==> config.mk <==
export PLATFORM = sky130hd
export DESIGN_NAME = rx_fifo_writer
export DESIGN_NICKNAME = d
export VERILOG_FILES = /design/src/rtl/rx_fifo_writer.sv
export SDC_FILE = /design/constraint.sdc
export NUM_CORES = 1
export LEC_CHECK = 0
export ABC_AREA = 0
export ABC_CLOCK_PERIOD_IN_PS = 7000
export CAP_MARGIN = 30
export CORE_ASPECT_RATIO = 0.9
export CORE_MARGIN = 2
export CORE_UTILIZATION = 60
export CTS_CLUSTER_DIAMETER = 100
export DETAILED_ROUTE_END_ITERATION = 16
export PLACE_DENSITY = 0.93
export SYNTH_ARGS = -nofsm -noshare
export SYNTH_HDL_FRONTEND = slang
export SYNTH_SLANG_ARGS = --single-unit
==> constraint.sdc <==
create_clock -name wrClk -period 7 [get_ports wrClk]
set_clock_uncertainty 0.2 [all_clocks]
set_input_delay 1.4 -clock wrClk [delete_from_list [all_inputs] [get_ports wrClk]]
set_output_delay 1.4 -clock wrClk [all_outputs]
set_load 0.01 [all_outputs]
==> src/rtl/rx_fifo_writer.sv <==
// Receive-side FIFO writer: packs bytes little-endian into tagged 32-bit words and
// closes every frame with a status word {latched rxStatus, byte count}.
module rx_fifo_writer #(
  parameter int CNT_WIDTH = 16
) (
  input  logic        wrClk,
  input  logic        wrHardReset_n,
  input  logic        i_wrFlush,
  input  logic        i_rxFrameStart,
  input  logic        i_rxByteValid,
  input  logic [7:0]  i_rxByte,
  input  logic        i_rxFrameEnd,
  input  logic        i_rxFrameAbort,
  input  logic [15:0] i_rxStatus,
  input  logic        i_fifoFull,
  output logic        o_fifoWrite,
  output logic [31:0] o_fifoWrData,
  output logic [1:0]  o_fifoWrTag,
  output logic        o_rxOverflow,
  output logic        o_writerBusy
);

  typedef enum logic [1:0] {
    IDLE    = 2'd0,
    DATA    = 2'd1,
    DISCARD = 2'd2,
    STATUS  = 2'd3
  } state_t;

  localparam logic [1:0]           TAG_DATA  = 2'b00;
  localparam logic [1:0]           TAG_FIRST = 2'b01;
  localparam logic [1:0]           TAG_GOOD  = 2'b10;
  localparam logic [1:0]           TAG_BAD   = 2'b11;
  localparam logic [CNT_WIDTH-1:0] CNT_ZERO  = {CNT_WIDTH{1'b0}};
  localparam logic [CNT_WIDTH-1:0] CNT_ONE   = {{(CNT_WIDTH-1){1'b0}}, 1'b1};
  localparam logic [CNT_WIDTH-1:0] CNT_MAX   = {CNT_WIDTH{1'b1}};

  state_t               r_state, w_state;
  logic [CNT_WIDTH-1:0] r_byteCnt, w_byteCnt;
  logic [1:0]           r_lane, w_lane;
  logic [23:0]          r_assy, w_assy;
  logic                 r_firstWord, w_firstWord;
  logic                 r_bad, w_bad;
  logic [15:0]          r_status, w_status;
  logic                 r_wordPending, w_wordPending;
  logic [31:0]          r_wrData, w_wrData;
  logic [1:0]           r_wrTag, w_wrTag;
  logic                 r_rxOverflow, w_rxOverflow;
  logic                 r_writerBusy, w_writerBusy;

  logic                 w_write, w_canLoad, w_runFrame, w_take, w_wordDone, w_queue;
  logic [CNT_WIDTH-1:0] w_baseCnt, w_cntNext;
  logic [1:0]           w_baseLane, w_laneNext;
  logic [23:0]          w_baseAssy;
  logic                 w_baseFirst, w_baseBad;
  logic [31:0]          w_assyNext;
  logic [15:0]          w_cnt16;

  assign w_cnt16 = 16'(r_byteCnt);

  // Byte assembly; a start in IDLE begins from cleared frame context so byte 0 may ride along.
  always_comb begin
    w_write     = r_wordPending & ~i_fifoFull & ~i_wrFlush;
    w_canLoad   = ~r_wordPending | w_write;
    w_runFrame  = i_rxFrameStart ? (r_state == IDLE) : (r_state == DATA);
    w_baseCnt   = (r_state == IDLE) ? CNT_ZERO : r_byteCnt;
    w_baseLane  = (r_state == IDLE) ? 2'd0 : r_lane;
    w_baseAssy  = (r_state == IDLE) ? 24'h000000 : r_assy;
    w_baseFirst = (r_state == IDLE) ? 1'b1 : r_firstWord;
    w_baseBad   = (r_state == IDLE) ? 1'b0 : r_bad;
    w_take      = w_runFrame & i_rxByteValid;
    w_wordDone  = w_take & (w_baseLane == 2'd3);
    w_laneNext  = w_take ? (w_baseLane + 2'd1) : w_baseLane;
    w_cntNext   = (w_take && (w_baseCnt != CNT_MAX)) ? (w_baseCnt + CNT_ONE) : w_baseCnt;
    w_assyNext  = {8'h00, w_baseAssy};
    if (w_take) begin
      case (w_baseLane)
        2'd0:    w_assyNext[7:0]   = i_rxByte;
        2'd1:    w_assyNext[15:8]  = i_rxByte;
        2'd2:    w_assyNext[23:16] = i_rxByte;
        default: w_assyNext[31:24] = i_rxByte;
      endcase
    end else begin
      w_assyNext = {8'h00, w_baseAssy};
    end
    w_queue = w_runFrame &
              (w_wordDone | (i_rxFrameEnd & ~i_rxFrameAbort & (w_laneNext != 2'd0)));
  end

  // Next-state and next-output logic.
  always_comb begin
    w_state       = r_state;
    w_byteCnt     = r_byteCnt;
    w_lane        = r_lane;
    w_assy        = r_assy;
    w_firstWord   = r_firstWord;
    w_bad         = r_bad;
    w_status      = r_status;
    w_wordPending = r_wordPending & ~w_write;
    w_wrData      = r_wrData;
    w_wrTag       = r_wrTag;
    w_rxOverflow  = 1'b0;
    if (i_wrFlush) begin
      w_state       = IDLE;
      w_byteCnt     = CNT_ZERO;
      w_lane        = 2'd0;
      w_assy        = 24'h000000;
      w_firstWord   = 1'b0;
      w_bad         = 1'b0;
      w_status      = 16'h0000;
      w_wordPending = 1'b0;
      w_wrData      = 32'h00000000;
      w_wrTag       = TAG_DATA;
    end else if (w_runFrame) begin
      w_state     = DATA;
      w_byteCnt   = w_cntNext;
      w_lane      = w_laneNext;
      w_assy      = w_wordDone ? 24'h000000 : w_assyNext[23:0];
      w_firstWord = w_baseFirst;
      w_bad       = w_baseBad;
      if (w_queue && w_canLoad) begin
        w_wrData      = w_assyNext;
        w_wrTag       = w_baseFirst ? TAG_FIRST : TAG_DATA;
        w_wordPending = 1'b1;
        w_firstWord   = 1'b0;
      end else if (w_queue) begin
        // Output register still occupied: the new word is lost, so the frame is unusable.
        w_rxOverflow = 1'b1;
        w_bad        = 1'b1;
        w_state      = DISCARD;
      end else begin
        w_firstWord = w_baseFirst;
      end
      if (i_rxFrameAbort) begin
        w_state  = STATUS;
        w_bad    = 1'b1;
        w_status = i_rxStatus;
      end else if (i_rxFrameEnd) begin
        w_state  = STATUS;
        w_status = i_rxStatus;
      end else begin
        w_status = r_status;
      end
    end else begin
      case (r_state)
        IDLE: begin
          w_state = IDLE;
        end
        DATA, DISCARD: begin
          if (i_rxFrameStart) begin
            w_rxOverflow = 1'b1;
            w_bad        = 1'b1;
            w_status     = i_rxStatus;
            w_state      = STATUS;
          end else if (i_rxFrameEnd || i_rxFrameAbort) begin
            w_status = i_rxStatus;
            w_state  = STATUS;
          end else begin
            w_state = DISCARD;
          end
        end
        STATUS: begin
          w_rxOverflow = i_rxFrameStart;
          if (!r_wordPending) begin
            w_wrData      = {r_status, w_cnt16};
            w_wrTag       = r_bad ? TAG_BAD : TAG_GOOD;
            w_wordPending = 1'b1;
            w_state       = IDLE;
          end else begin
            w_state = STATUS;
          end
        end
        default: begin
          w_state = IDLE;
        end
      endcase
    end
    w_writerBusy = (w_state != IDLE) | w_wordPending;
  end

  // State and output registers.
  always_ff @(posedge wrClk or negedge wrHardReset_n) begin
    if (!wrHardReset_n) begin
      r_state       <= IDLE;
      r_byteCnt     <= CNT_ZERO;
      r_lane        <= 2'd0;
      r_assy        <= 24'h000000;
      r_firstWord   <= 1'b0;
      r_bad         <= 1'b0;
      r_status      <= 16'h0000;
      r_wordPending <= 1'b0;
      r_wrData      <= 32'h00000000;
      r_wrTag       <= TAG_DATA;
      r_rxOverflow  <= 1'b0;
      r_writerBusy  <= 1'b0;
    end else begin
      r_state       <= w_state;
      r_byteCnt     <= w_byteCnt;
      r_lane        <= w_lane;
      r_assy        <= w_assy;
      r_firstWord   <= w_firstWord;
      r_bad         <= w_bad;
      r_status      <= w_status;
      r_wordPending <= w_wordPending;
      r_wrData      <= w_wrData;
      r_wrTag       <= w_wrTag;
      r_rxOverflow  <= w_rxOverflow;
      r_writerBusy  <= w_writerBusy;
    end
  end

  assign o_fifoWrite  = w_write;
  assign o_fifoWrData = r_wrData;
  assign o_fifoWrTag  = r_wrTag;
  assign o_rxOverflow = r_rxOverflow;
  assign o_writerBusy = r_writerBusy;

endmodule
==> summary.md <==
| Metric | Value |
|---|---|
| Critical Path AT | 4.83 ns |
| Mapped Cells | 580 |
| Root Driver | clkbuf_8 |
| GR Util All Layers | 32.28% |
| Final worst slack | 2.231 ns |
| Dpl cell area | 0.006177 mm² |
| DR iter-0 viols | 699 |
| Critical Path RT | 7.06 ns |
| Slowest cell on crit path | o41a_1 |
| Hold Vio Cnt, Final | 0 |
| Worst Min Path Start | r_status[3]$_DFFE_PN0P_ |
| # diodes | 0 |
| Die area | 0.009854 mm² |
| Die height | 94.38 µm |
| Cell Chain, Critical Path | inv_1 > ha_1 > inv_1 > nand2_1 > inv_1 > ha_1 > or3b_1 > o22ai_2 > o41a_1 > nor2_1 > a211oi_1 |
| CTS buffer count | 9 |
| Leakage | 2.522 nW |
| Layout cells sized above 1 | 6.858% |
| Final Cell Area | 0.006394 mm² |
| Power Density | 275.6 mW/mm² |
| Reg-to-Reg End | o_fifoWrData[25]$_DFFE_PN0P_ |
| Post-Synth Simple-Gate Area | 22.52% |
| Row cnt | 32 |
| Peak supply drop | 151.5 µV |
| Synth top area share | 45.50% |
| Hold Crit Endpoint | r_status[3]$_DFFE_PN0P_ |
| Adder-cell share of the synthesized area | 2.068% |
| Nets | 663 |
| Post-Syn Nets | 621 |
| Post-synthesis compound-gate area fraction | 24.13% |
| GRT overflow | 0 |
| Yosys top cell by area | dfrtp_1 |
| Largest family of logic cells by synthesized area | compound AO/OA/AOI/OAI gates |
| Clock transition at path regs | 0.11 ns |
| HP Class | reg2reg |
| Post-route insts no fill | 746 |
| CP max FO | 25 |
| Setup repair bufs after CTS | 0 |
| R2R cell count | 11 |
| RSZ-0062 raised after global routing | no |
| # placed instances | 729 |
| Worst hold slack | 0.3069 ns |
| Slew margin rel. | 31.77% |
| Routability cong. | 0.9115 |
| Vias/cell | 6.941 |
| Most frequent CP cell | inv_1 |
| Setup TNS | 0 ns |
| Hpwl dp | 10440 µm |
| Yosys reg bits | 99 |
| Worst-skew pair later-pin latency | 0.37 ns |
| Cell Area, Synth | 0.005445 mm² |
| Critical path endpoint category | register |
| Post-synth EDFFs | 0 |
| Slew @ Worst Pin | 1.024 ns |
| Syn_area_per_cell | 9.388 µm² |
| DR vias | 5178 |
| WL final | 15550 µm |
| Fin. max-slew vios | 0 |
| Ys Warns | 0 |
| CTS resizes | 0 |
| First-pass GRT wire length | 25280 µm |
| Ys async rst share | 100.0% |
| Final min period | 4.769 ns |
| Core region area | 0.008688 mm² |
| Reg-to-reg startpoint | r_state[0]$_DFF_PN0_ |
| Area Growth Syn to Fin | 17.42% |
| Largest delay contributor family on the critical path | compound AO/OA/AOI/OAI gates |
| CP Depth | 11 |
| # hold bufs at CTS | 0 |
| Post-DRT Antenna Nets | 0 |
| Dominant synthesized flop cell | dfrtp_1 |
| DRC violations left | 0 |
| Final setup fails | 0 |
| Worst path bufs/invs | 3 |
| Initial antenna violation count | 0 |
| FMAX | 209.7 MHz |
| Largest net degree at the start of global routing | 86 |
| Post-synth cell types | 57 |
| Placement Setup Slack | 1.951 ns |
| Crit Path Class | reg2reg |
| Core Util, Final | 73.59% |
| Largest stage delay on the critical path | 0.74 ns |
| Sequential fraction of the synthesis area | 45.50% |
| Die X | 104.4 µm |
| Run status | completed |
| Tcrit/Tclk final | 68.13% |
| Largest cells by area after synthesis | dfrtp_1, o21ai_0, nand3_1 |
| Mux contribution to synthesized area | 1.861% |
| Hold path depth | 2 |
| Starting Density | 62.67% |
| Clock sink count | 99 |
| Clock buffer depth | 2 |
| DR pass1 iterations | 7 |
| Post-Synth XOR/XNOR Area | 0% |
| Max cap viols | 0 |
| Number of port buffers | 68 |
| Ports | 69 |
| Startpoint Class | register |
| Register-to-register setup slack | 2.23 ns |
| WL/cell | 20.85 µm |
| Number of global-route vias before repair | 4884 |
| CTS tree | yes |
| Final Total Pwr | 1.762 mW |
| H-tree depth | 3 |
==> cell usage in the layout, fill, tap and decap left out, types with 4 or more instances in the layout <==
cell type / Yosys / layout
inv_1: 7 / 7
clkdlybuf4s50_1: 0 / 66
a22oi_1: 8 / 8
nand2b_1: 22 / 22
nand3_1: 49 / 49
a21oi_1: 46 / 45
or3_1: 6 / 6
a31oi_1: 11 / 11
nand3b_1: 23 / 23
nor3_1: 5 / 5
nor2b_1: 10 / 10
mux2i_1: 9 / 8
o2111ai_1: 17 / 17
a211oi_1: 11 / 11
nor2_1: 17 / 17
o211ai_1: 4 / 4
clkbuf_8: 0 / 9
dfrtp_1: 99 / 99
nand2_1: 45 / 45
o21ai_0: 57 / 57
a22o_1: 24 / 24
or2_2: 4 / 4
ha_1: 9 / 9
buf_4: 0 / 5
nor3b_1: 4 / 4
nand4_1: 4 / 4
==> kinds of logic after synthesis <==
group | Yosys count
and+or+nand+nor | 214
muxes | 10
DFF | 99
buffers and inverters | 51
AOI/OAI and AO/OA | 197
adders and majority gates | 9
==> flip-flops by register name, summed over array words and instances, names as in the netlist, 2 cells and up <==
| signal | flops |
|---|---|
| r_status | 16 |
| r_state | 2 |
| r_lane | 2 |
| r_assy | 24 |
| o_fifoWrTag | 2 |
| o_fifoWrData | 32 |
| r_byteCnt | 16 |
==> area by class of cell <==
class / instances / area, µm²
clock buffers: 9 / 123.9
clock inverters: 7 / 67.56
fillers: 573 / 2295
inverters: 7 / 26.28
multi-input cells: 430 / 2779
flip-flops and latches: 99 / 2477
well taps: 119 / 148.9
repair buffers: 75 / 770.7
==> metal layers <==
| layer | vias to the layer above | wire length [µm] | GRT usage, % |
|---|---|---|---|
| li1 | 2265 | - | - |
| met5 | - | 0 | 0 |
| met3 | 58 | 1761 | 7.729 |
| met2 | 379 | 7300 | 51.85 |
| met1 | 2476 | 6034 | 43.81 |
| met4 | 0 | 454 | 10.47 |
==> worst max-delay path by stage <==
stage | startpoint | end | slack (ns)
global placement | i_rxByteValid | o_fifoWrTag[0]$_DFFE_PN0P_ | 2.19
detailed placement | i_rxByteValid | o_fifoWrData[30]$_DFFE_PN0P_ | 1.95
CTS | i_rxByteValid | o_fifoWrData[28]$_DFFE_PN0P_ | 2.33
finish | r_state[0]$_DFF_PN0_ | o_fifoWrData[25]$_DFFE_PN0P_ | 2.23
global route | r_state[0]$_DFF_PN0_ | o_fifoWrData[28]$_DFFE_PN0P_ | 1.90
floorplan | i_wrFlush | o_fifoWrite | 3.24
==> report_power, final <==
group,switching (mW),internal (mW)
clock network,0.220,0.139
registers,0.0455,0.639
logic,0.470,0.250
==> worst min-delay path, delay by kind of cell (launching register included) <==
| kind | cells | cell delay (ns) |
|---|---|---|
| flops | 1 | 0.36 |
| compound gates | 1 | 0.07 |
| simple gates | 1 | 0.05 |
==> synthesized netlist by cell type (all sizes together) (2+ instances only) <==
cell and count:
nor3b 4, and2 2, nand4 4, nand2b 22, clkbuf 34, a21oi 46
nand2 45, a22o 24, a31oi 11, a21o 2, and4 3, or4 2
a22oi 8, a41oi 2, nor4 3, ha 9, nand3b 23, and4b 5
nand3 49, nor2 17, or3 6, nor4b 4, o2111ai 17, buf 10
o21ai 57, nor3 6, and3 3, mux2i 9, a211oi 11, or2 5
o211ai 4, a2111o 2, inv 7, o31a 2, dfrtp 99, nor2b 10
No activity file was read; power rests on OpenSTA's default activity.
